`src/rtl/bp_fe_pkg.sv`:
```
// Front-end shared types: fetch-buffer entry kinds, buffer FSM states and the entry struct macro.
`define BP_FE_DECLARE_FETCH_BUF_ENTRY_S(vaddr_width_mp, instr_width_mp) \
  typedef struct packed {                                                 \
    logic [vaddr_width_mp-1:0]         pc;                                \
    bp_fe_pkg::bp_fe_fetch_buf_kind_e  kind;                              \
    logic [instr_width_mp-1:0]         data;                              \
  } bp_fe_fetch_buf_entry_s

`define BP_FE_FETCH_BUF_ENTRY_WIDTH(vaddr_width_mp, instr_width_mp) \
  ((vaddr_width_mp) + 3 + (instr_width_mp))

package bp_fe_pkg;

  typedef enum logic [2:0] {
    e_fb_instr        = 3'd0,
    e_fb_access_fault = 3'd1,
    e_fb_page_fault   = 3'd2,
    e_fb_itlb_miss    = 3'd3,
    e_fb_icache_miss  = 3'd4
  } bp_fe_fetch_buf_kind_e;

  typedef enum logic {
    e_run  = 1'b0,
    e_hold = 1'b1
  } bp_fe_fetch_buf_state_e;

  // Faults outrank misses; only a clean response is an instruction.
  function automatic bp_fe_fetch_buf_kind_e bp_fe_fetch_buf_kind(
    input logic access_fault,
    input logic page_fault,
    input logic itlb_miss,
    input logic icache_miss
  );
    if (access_fault)     return e_fb_access_fault;
    else if (page_fault)  return e_fb_page_fault;
    else if (itlb_miss)   return e_fb_itlb_miss;
    else if (icache_miss) return e_fb_icache_miss;
    else                  return e_fb_instr;
  endfunction

endpackage

```
`src/rtl/bp_fe_fetch_buffer_inflight.sv`:
```
// bp_fe_fetch_inflight: two-stage PC pipeline tracking fetches whose responses are still pending.
module bp_fe_fetch_inflight
  #(parameter int vaddr_width_p = 39)
  (input  logic                     clk_i,
   input  logic                     reset_n_i,
   input  logic                     fetch_v_i,
   input  logic [vaddr_width_p-1:0] fetch_vaddr_i,
   input  logic                     poison_i,
   input  logic                     flush_i,
   output logic                     s2_v_o,
   output logic [vaddr_width_p-1:0] s2_pc_o,
   output logic [1:0]               inflight_cnt_o);

  logic                     s1_v_q, s1_v_d, s2_v_q, s2_v_d;
  logic [vaddr_width_p-1:0] s1_pc_q, s1_pc_d, s2_pc_q, s2_pc_d;

  // A fetch taken during a flush is the first post-redirect fetch, so s1 always loads.
  always_comb begin
    s1_v_d  = fetch_v_i;
    s1_pc_d = fetch_vaddr_i;
    s2_v_d  = s1_v_q & ~poison_i & ~flush_i;
    s2_pc_d = s1_pc_q;
  end

  always_ff @(posedge clk_i or negedge reset_n_i) begin
    if (!reset_n_i) begin
      s1_v_q  <= 1'b0;
      s1_pc_q <= '0;
      s2_v_q  <= 1'b0;
      s2_pc_q <= '0;
    end else begin
      s1_v_q  <= s1_v_d;
      s1_pc_q <= s1_pc_d;
      s2_v_q  <= s2_v_d;
      s2_pc_q <= s2_pc_d;
    end
  end

  assign s2_v_o         = s2_v_q;
  assign s2_pc_o        = s2_pc_q;
  assign inflight_cnt_o = {1'b0, s1_v_q} + {1'b0, s2_v_q};

endmodule

```
`src/rtl/bp_fe_fetch_buffer.sv`:
```
// Fetch buffer: pairs in-flight PCs with non-stallable responses and issues fetch credits.
// Optional BP_FE_FETCH_BUF_BYPASS_EN forwards a response straight to the head when the buffer is empty.
module bp_fe_fetch_buffer
  import bp_fe_pkg::*;
  #(parameter int vaddr_width_p = 39,
    parameter int instr_width_p = 32,
    parameter int els_p         = 4)
  (input  logic                     clk_i,
   input  logic                     reset_n_i,
   input  logic                     fetch_v_i,
   input  logic [vaddr_width_p-1:0] fetch_vaddr_i,
   output logic                     fetch_credit_o,
   input  logic                     poison_i,
   input  logic                     flush_i,
   input  logic                     resp_v_i,
   input  logic                     resp_access_fault_i,
   input  logic                     resp_page_fault_i,
   input  logic                     resp_itlb_miss_i,
   input  logic                     resp_icache_miss_i,
   input  logic [instr_width_p-1:0] resp_data_i,
   output logic                     v_o,
   input  logic                     yumi_i,
   output logic [vaddr_width_p-1:0] pc_o,
   output logic [instr_width_p-1:0] instr_o,
   output logic [2:0]               kind_o);

  `BP_FE_DECLARE_FETCH_BUF_ENTRY_S(vaddr_width_p, instr_width_p);

  localparam int ptr_w_lp = $clog2(els_p);
  localparam int cnt_w_lp = ptr_w_lp + 1;
  localparam int sum_w_lp = ptr_w_lp + 2;

  logic                     s2_v;
  logic [vaddr_width_p-1:0] s2_pc;
  logic [1:0]               inflight_cnt;

  bp_fe_fetch_inflight #(.vaddr_width_p(vaddr_width_p)) u_inflight
    (.clk_i          (clk_i),
     .reset_n_i      (reset_n_i),
     .fetch_v_i      (fetch_v_i),
     .fetch_vaddr_i  (fetch_vaddr_i),
     .poison_i       (poison_i),
     .flush_i        (flush_i),
     .s2_v_o         (s2_v),
     .s2_pc_o        (s2_pc),
     .inflight_cnt_o (inflight_cnt));

  bp_fe_fetch_buf_state_e  state_q, state_d;
  logic [cnt_w_lp-1:0]     count_q, count_d;
  logic [ptr_w_lp-1:0]     wptr_q, wptr_d, rptr_q, rptr_d;
  bp_fe_fetch_buf_entry_s  mem_q [els_p];
  bp_fe_fetch_buf_entry_s  mem_d [els_p];
  bp_fe_fetch_buf_entry_s  resp_entry, head_entry;
  bp_fe_fetch_buf_kind_e   resp_kind;
  logic                    run, enq, wr, rd, empty, bypass;
  logic [sum_w_lp-1:0]     credit_sum;

  always_comb begin
    resp_kind       = bp_fe_fetch_buf_kind(resp_access_fault_i, resp_page_fault_i,
                                           resp_itlb_miss_i, resp_icache_miss_i);
    resp_entry.pc   = s2_pc;
    resp_entry.kind = resp_kind;
    resp_entry.data = (resp_kind == e_fb_instr) ? resp_data_i : '0;
  end

  always_ff @(posedge clk_i or negedge reset_n_i) begin
    if (!reset_n_i) state_q <= e_run;
    else            state_q <= state_d;
  end

  // Any accepted non-instruction response parks the front end until a redirect.
  always_comb begin
    state_d = state_q;
    case (state_q)
      e_run:   if (flush_i) state_d = e_run;
               else if (enq && (resp_kind != e_fb_instr)) state_d = e_hold;
      e_hold:  if (flush_i) state_d = e_run;
      default: state_d = e_run;
    endcase
  end

  // Credit counts buffered plus in-flight entries so a response always has a slot.
  always_comb begin
    run            = (state_q == e_run);
    credit_sum     = sum_w_lp'(count_q) + sum_w_lp'(inflight_cnt);
    fetch_credit_o = run & ~flush_i & (credit_sum < sum_w_lp'(els_p));
  end

  assign empty = (count_q == '0);
  assign enq   = resp_v_i & run & ~flush_i;

`ifdef BP_FE_FETCH_BUF_BYPASS_EN
  assign bypass = enq & empty;
  always_comb begin
    head_entry = mem_q[rptr_q];
    if (bypass) head_entry = resp_entry;
  end
`else
  assign bypass     = 1'b0;
  assign head_entry = mem_q[rptr_q];
`endif

  assign wr = enq & ~(bypass & yumi_i);
  assign rd = yumi_i & ~empty & ~flush_i;

  always_comb begin
    count_d = count_q;
    wptr_d  = wptr_q;
    rptr_d  = rptr_q;
    mem_d   = mem_q;
    if (flush_i) begin
      count_d = '0;
      wptr_d  = '0;
      rptr_d  = '0;
    end else begin
      if (wr) begin
        mem_d[wptr_q] = resp_entry;
        wptr_d        = wptr_q + ptr_w_lp'(1);
      end
      if (rd) rptr_d = rptr_q + ptr_w_lp'(1);
      if (wr && !rd)      count_d = count_q + cnt_w_lp'(1);
      else if (!wr && rd) count_d = count_q - cnt_w_lp'(1);
    end
  end

  always_ff @(posedge clk_i or negedge reset_n_i) begin
    if (!reset_n_i) begin
      count_q <= '0;
      wptr_q  <= '0;
      rptr_q  <= '0;
      for (int i = 0; i < els_p; i++) mem_q[i] <= '0;
    end else begin
      count_q <= count_d;
      wptr_q  <= wptr_d;
      rptr_q  <= rptr_d;
      mem_q   <= mem_d;
    end
  end

  always_comb begin
    v_o     = ~empty | bypass;
    pc_o    = v_o ? head_entry.pc   : '0;
    instr_o = v_o ? head_entry.data : '0;
    kind_o  = v_o ? head_entry.kind : e_fb_instr;
  end

  a_resp_matches_inflight: assert property (@(posedge clk_i) disable iff (!reset_n_i)
    resp_v_i == s2_v) else $error("resp_v_i disagrees with in-flight fetch");
  a_fetch_has_credit: assert property (@(posedge clk_i) disable iff (!reset_n_i)
    !(fetch_v_i && !flush_i && !fetch_credit_o)) else $error("fetch accepted without credit");
  a_no_enq_when_full: assert property (@(posedge clk_i) disable iff (!reset_n_i)
    !(wr && (count_q == cnt_w_lp'(els_p)))) else $error("enqueue into full fetch buffer");

endmodule

```
`config.mk`:
```
export PLATFORM = sky130hd
export DESIGN_NAME = bp_fe_fetch_buffer
export DESIGN_NICKNAME = d
export VERILOG_FILES = /design/src/rtl/bp_fe_pkg.sv /design/src/rtl/bp_fe_fetch_buffer_inflight.sv /design/src/rtl/bp_fe_fetch_buffer.sv
export SDC_FILE = /design/constraint.sdc
export NUM_CORES = 1
export LEC_CHECK = 0
export CORE_UTILIZATION = 57
export CTS_CLUSTER_SIZE = 24
export DETAILED_ROUTE_END_ITERATION = 6
export PLACE_DENSITY = 0.78
export SYNTH_ARGS = -nofsm -noshare
export SYNTH_HDL_FRONTEND = slang
export SYNTH_SLANG_ARGS = --single-unit
```
`constraint.sdc`:
```
create_clock -name clk_i -period 2.8 [get_ports clk_i]
set_input_delay 0.56 -clock clk_i [delete_from_list [all_inputs] [get_ports clk_i]]
set_output_delay 0.56 -clock clk_i [all_outputs]
set_load 0.005 [all_outputs]
```
# [Word level (Yosys, flattened, before mapping)]
# Index checks and enable logic that the tools add are counted.
[totals] regBits=384 in_bits=82 out_inout_bits=76 word_cells=82
[classes] addsub=6 n_lt_le_gt_ge=4 muxes=25 bitwise_logic=14 reduce_logical=13
[op_table] operator="$bwmux 296" count=1
[op_table] operator="$mux 74" count=3
[op_table] operator="$bmux 74 s2" count=1
[op_table] operator="$demux 74 s2" count=1
[op_table] operator="$mux 32" count=2
[op_table] operator="$mux 39" count=1
[op_table] operator="$mux 3" count=8
[op_table] operator="$and 1x1->1" count=8
[op_table] operator="$mux 2" count=4
[op_table] operator="$ge 3x3->1 const B" count=2
[op_table] operator="$logic_not 3->1" count=2
[op_table] operator="$not 2->3" count=2
[op_table] operator="$reduce_bool 3->1" count=2
[op_table] operator="$add 2x1->2 const B" count=2
[op_table] operator="$add 3x2->4" count=1
[op_table] operator="$logic_and 1x1->1" count=4
[op_table] operator="$lt 4x3->1 const B" count=1
[op_table] operator="$not 1->1" count=4
[op_table] operator="$reduce_bool 2->1" count=2
[op_table] operator="$add 3x1->3 const B" count=1
[op_table] operator="$lt 3x1->1 const B" count=1
[op_table] operator="$mux 1" count=3
[op_table] operator="$sub 3x1->3 const B" count=1
[op_table] operator="$add 1x1->2" count=1
[op_table] operator="other kinds (3)" count=4

# [Depth between registers and ports, before layout]
[logic_depth] depth_word=9 mapped_depth=8 mapped_depth_nobuf=7

# [Cells and area by module]
# From an unflattened synthesis, not the netlist that was laid out.
[hier_totals] cells_unflattened=1138 hier_area_um2=15722.6
[by_module_without_submodules] module="bp_fe_fetch_buffer" instances=1 cells_each=1056 area_each_um2=13695.6 seq_area_each_um2=7607.3
[by_module_without_submodules] module="bp_fe_fetch_inflight" instances=1 cells_each=82 area_each_um2=2026.9 seq_area_each_um2=2001.9

# [Worst setup path before layout]
# Ideal clock, no wire load.
[synth_timing] path_type="in2reg" startpoint="in yumi_i" endpoint="reg count_q[2]" setup_ps=137 arrival_ps=2203 setup_slack_ps=460 cell_stages=8 n_path_buf=1 cell_sequence="clkbuf_1 > o31ai_1 > and2_1 > fa_1 > nor4b_1 > xor2_1 > a32oi_1 > o21ai_0"
[synth_via] elab_chain_cells=6
[synth_rtl] element="start: declaration" line_no="bp_fe_fetch_buffer.sv:22" source="input logic yumi_i,"
[synth_rtl] element="$and 1x1->1 (*) (2 in series)" line_no="bp_fe_fetch_buffer.sv:104" source="assign rd = yumi_i & ~empty & ~flush_i;"
[synth_rtl] element="$logic_not 1->1" line_no="bp_fe_fetch_buffer.sv:121" source="if (wr && !rd) count_d = count_q + cnt_w_lp'(1);"
[synth_rtl] element="$logic_and 1x1->1" line_no="bp_fe_fetch_buffer.sv:121"
[synth_rtl] element="$mux 3" line_no="bp_fe_fetch_buffer.sv:121"
[synth_rtl] element="$mux 3" line_no="bp_fe_fetch_buffer.sv:111" source="if (flush_i) begin"
[synth_rtl] element="end signal: assignment" line_no="bp_fe_fetch_buffer.sv:133" source="count_q <= count_d;"
[synth_rtl] element="end: declaration" line_no="bp_fe_fetch_buffer.sv:49" source="logic [cnt_w_lp-1:0] count_q, count_d;"
# Mark *: on every way between the ends. The rest lies on a longest branch, timed or not.
# A chain may end at the register's enable or synchronous reset.

# [Final worst setup path]
[layout_timing] startpoint="reg rptr_q[0]" endpoint="out pc_o[24]"
[layout_via] elab_chain_cells=5
[layout_rtl] element="start: declaration" line_no="bp_fe_fetch_buffer.sv:50" source="logic [ptr_w_lp-1:0] wptr_q, wptr_d, rptr_q, rptr_d;"
[layout_rtl] element="start signal: assignment" line_no="bp_fe_fetch_buffer.sv:135" source="rptr_q <= rptr_d;"
[layout_rtl] element="$not 2->3 (implied by the code)" line_no="bp_fe_fetch_buffer.sv:100" source="assign head_entry = mem_q[rptr_q];"
[layout_rtl] element="$bmux 74 s2" line_no="bp_fe_fetch_buffer.sv:100"
[layout_rtl] element="$mux 74 (implied by the code) (2 in series)" line_no="bp_fe_fetch_buffer.sv:100"
[layout_rtl] element="$mux 39" line_no="bp_fe_fetch_buffer.sv:142" source="pc_o = v_o ? head_entry.pc : '0;"
[layout_rtl] element="end: declaration" line_no="bp_fe_fetch_buffer.sv:23" source="output logic [vaddr_width_p-1:0] pc_o,"
# No other way between the ends. The select of a mux whose other input is x is not followed.

==> flow_summary.toml <==
[sta]
fmax_mhz = 359.8
rsz0062_at_grt = "yes"
slew_headroom_pct = 63.53
hold_violations = 0
drv_slew = 0
fin_crit_sh_pct = 99.25
setup_viol_count_final = 0
setup_ws_ns = 0.02105
fin_skew_ns = 0.01580
worstMarginPinSlew_ns = 0.5471
period_needed_ns = 2.779

[worst_setup_path]
reg2reg_slack_ns = 0.53
cp-start-kind = "register"
worstPathArrival_ns = 2.22
critical_path_class = "reg -> out"
crit_chain = "buf_8 > buf_12 > mux4_2 > and2_4 > dlygate4sd2_1"
cp.required_ns = 2.24
worst_path_largest_cell_delay_ns = 0.51
r2r_cells = 7
worstReg2RegStart = "count_q[2]"
critical_path.top_delay_family = "buffers and inverters"
path_buf_inv = 3
r2r_end = "count_q[2]"
cp_max_fo = 11
cpMaxStageDelayCell = "mux4_2"
critPathCaptureType = "output pin"

[synth]
synth_compound_area_share_pct = 4.950
ys.flop_type = "dfrtp_1"
yosysWarnings = 0
synth_nets = 1224
synthDistinctLibCells = 33
synth-edff-count = 0
yosys.area_share.simple_pct = 8.360
synth_fa_ha_area_share_pct = 0.5295
post_synth.cell_area_avg_sq_um = 13.73
synthCells = 1136
muxShareOfSynthArea_pct = 21.95
synthArstFlopShare_pct = 100.0
ys_seq_area_share_pct = 61.62
synth_top_family_by_area = "multiplexers"
ys_seq_elements = 384
syn-cell-area_sq_um = 15590
synthXorXnorAreaFrac_pct = 0.3370

[placed_design]
post-dp-hpwl_um = 19630
globalplace.congestion = 0.7982
port_buffers = 157
place_ws_ns = 0.04630

[cts]
numCtsBuffers = 40
path_clk_slew_ns = 0.06
cts-root-buf = "clkbuf_16"
cts_tree = "yes"
cts_sinks = 384
clock_path_buffers = 3
htreeDepth = 2
clkLatencyLatePin_ns = 0.52

[power]
ir_drop_mv = 0.6073
power.density_nw_per_um2 = 841.9
leakagePower_nw = 8.803

[outcome]
status = "complete, no violations"

[detailed_routing]
drt_first_pass_iters = 5
routed_wl_um = 33770
drt-initial-drc-count = 658
drc = 0
wire_per_inst_um = 19.94
ant_nets = 0
num_vias = 9582
avgViaCountPerCell = 5.656

[global_route]
grt-ovfl-total = 0
grt_max_degree = 101
grt_pass1_wl_um = 55410
gr-usage-all-layers_pct = 25.34
antenna_found_initial = 3
grt_pass1_vias = 10390

[die]
start_util_pct = 58.03
rows = 60
ioPinCount = 158
die_y_um = 167.4
die_area_sq_um = 28020
coreArea_sq_um = 26880
die_w_um = 167.4

[cells_and_area]
drive_gt1_share_pct = 32.99
syn_to_final_growth_pct = 24.41
nFillCells = 1769
finalNetCount = 1413
post-route-util_pct = 72.19

[min_path]
worst_hold_startpoint = "u_inflight.s1_pc_q[36]"
hp-class = "reg -> reg"
min_to = "u_inflight.s2_pc_o[36]"
hold_depth = 0

[run]
cap_violations = 0
-- worst max path at each step --
| stage | startpoint | to | slack (ns) | cells past startpoint |
|---|---|---|---|---|
| floorplan | yumi_i | count_q[2] | 0.46 | 8 |
| global placement | resp_v_i | count_q[2] | 0.12 | 8 |
| detailed placement | resp_v_i | count_q[2] | 0.05 | 8 |
| CTS | rptr_q[0] | instr_o[18] | -0.17 | 5 |
| global route | rptr_q[0] | pc_o[24] | -0.05 | 5 |
| finish | rptr_q[0] | pc_o[24] | 0.02 | 5 |
-- per-stage QoR --
step	instance area (sq um)	total power (W)	TNS, ns	hold WS [ns]	instances
6_report	19400	0.01633	0	0.3457	1694
5_1_grt	19400	0.01707	-0.05889	0.3575	1694
4_1_cts	19490	0.01635	-1.821	0.3479	1690
3_5_place_dp	17790	0.01061	0	0.3347	1593
3_3_place_gp	17790	0.01048	0	0.3317	1593
2_1_floorplan	15600	0.008849	0	0.2644	1136
-- registers in the layout, indices dropped and copies added (netlist names) --
register and cells:
mem_q 296, u_inflight.s1_pc_q 39, u_inflight.s2_pc_o 39, count_q 3, rptr_q 2, wptr_q 2, state_q 1, u_inflight.s1_v_q 1
u_inflight.s2_v_o 1
-- logic make-up (layout without fill, tap and decap cells) --
logic type / Yosys count / after routing
buf+inv: 83 / 299
fa+ha+maj: 6 / 6
simple gates: 276 / 276
compound gates: 151 / 151
other cells: 0 / 1
xor+xnor: 6 / 6
flops: 384 / 384
mux: 230 / 230
-- what timing repair did --
action / 4_1_cts / 5_1_grt
hold buffers: 1 / 0
gates resized for setup: 146 / 107
setup endpoints to repair: 75 / 63
buffers inserted: 22 / 3
gates cloned: 5 / 1
pin swaps: 20 / 9
endpoints found under the hold margin: 42 / 0
-- per-layer routing --
layer	track usage [%]	wire length [um]	part of all wire, %	up-vias
li1	-	-	-	4348
met2	42.83	17280	51	208
met4	6.502	498	1.5	4
met3	4.325	1435	4.2	43
met5	0	26	0.077	-
met1	34.42	14530	43	4979
-- worst register-to-register path, stage by stage (launching register included) --
cell and delay, ns:
dfrtp_1 0.50, o31ai_1 0.18, and2_1 0.20, fa_1 0.42
nor4b_1 0.45, xor2_1 0.14, a32oi_1 0.17, o21ai_0 0.10
-- cells in the final DEF (no fill, tap or decap), types with 6 or more instances in the layout --
master	count
nand2_1	174
mux4_2	74
buf_12	23
clkbuf_1	7
and2_4	47
clkdlybuf4s50_1	81
dfrtp_1	382
clkbuf_8	7
clkbuf_2	48
buf_4	28
clkinv_2	8
dlygate4sd2_1	15
o21ai_1	9
o21ai_0	132
inv_1	6
mux2_1	20
nor2_1	11
and2_1	29
buf_6	7
clkdlybuf4s15_1	8
mux2_2	136
clkbuf_16	42
-- cell type report --
cell class / count / area [sq um] / share of cell area (%)
Sequential cell: 384 / 9617 / 49.57
Tap cell: 341 / 426.7 / 2.199
Clock inverter: 14 / 175.2 / 0.9029
Inverter: 7 / 26.28 / 0.1354
Timing Repair Buffer: 223 / 2240 / 11.54
Antenna cell: 1 / 2.502 / 0.01290
Multi-Input combinational cell: 669 / 5766 / 29.72
Clock buffer: 55 / 1149 / 5.920
-- cell usage after synthesis (2+ instances only) --
master      n  share of area [%]
a21oi_1     5               0.16
and2_1     76                3.0
buf_1       5               0.12
buf_2      29               0.93
clkbuf_1   41               0.99
dfrtp_1   384                 62
ha_1        5               0.40
inv_1       7               0.17
mux2_1     20                1.4
mux2_2    136                9.8
mux4_2     74                 11
nand2_1   174                4.2
nand2_4     4               0.29
nor2_1     11               0.26
nor3_1      3              0.096
nor4b_1     2               0.11
o21ai_0   132                4.2
o21ai_1     9               0.29
xnor2_1     2               0.11
xor2_1      4               0.22
-- power breakdown --
group          leakage, nW  total, W  internal [W]  switching (W)
clock                0.652   0.00530       0.00323        0.00208
sequential            4.97   0.00676       0.00632       0.000434
combinational         3.18   0.00427       0.00256        0.00172
total                 8.80    0.0163        0.0121        0.00423
Note: power is estimated with default switching activity, not from simulation.
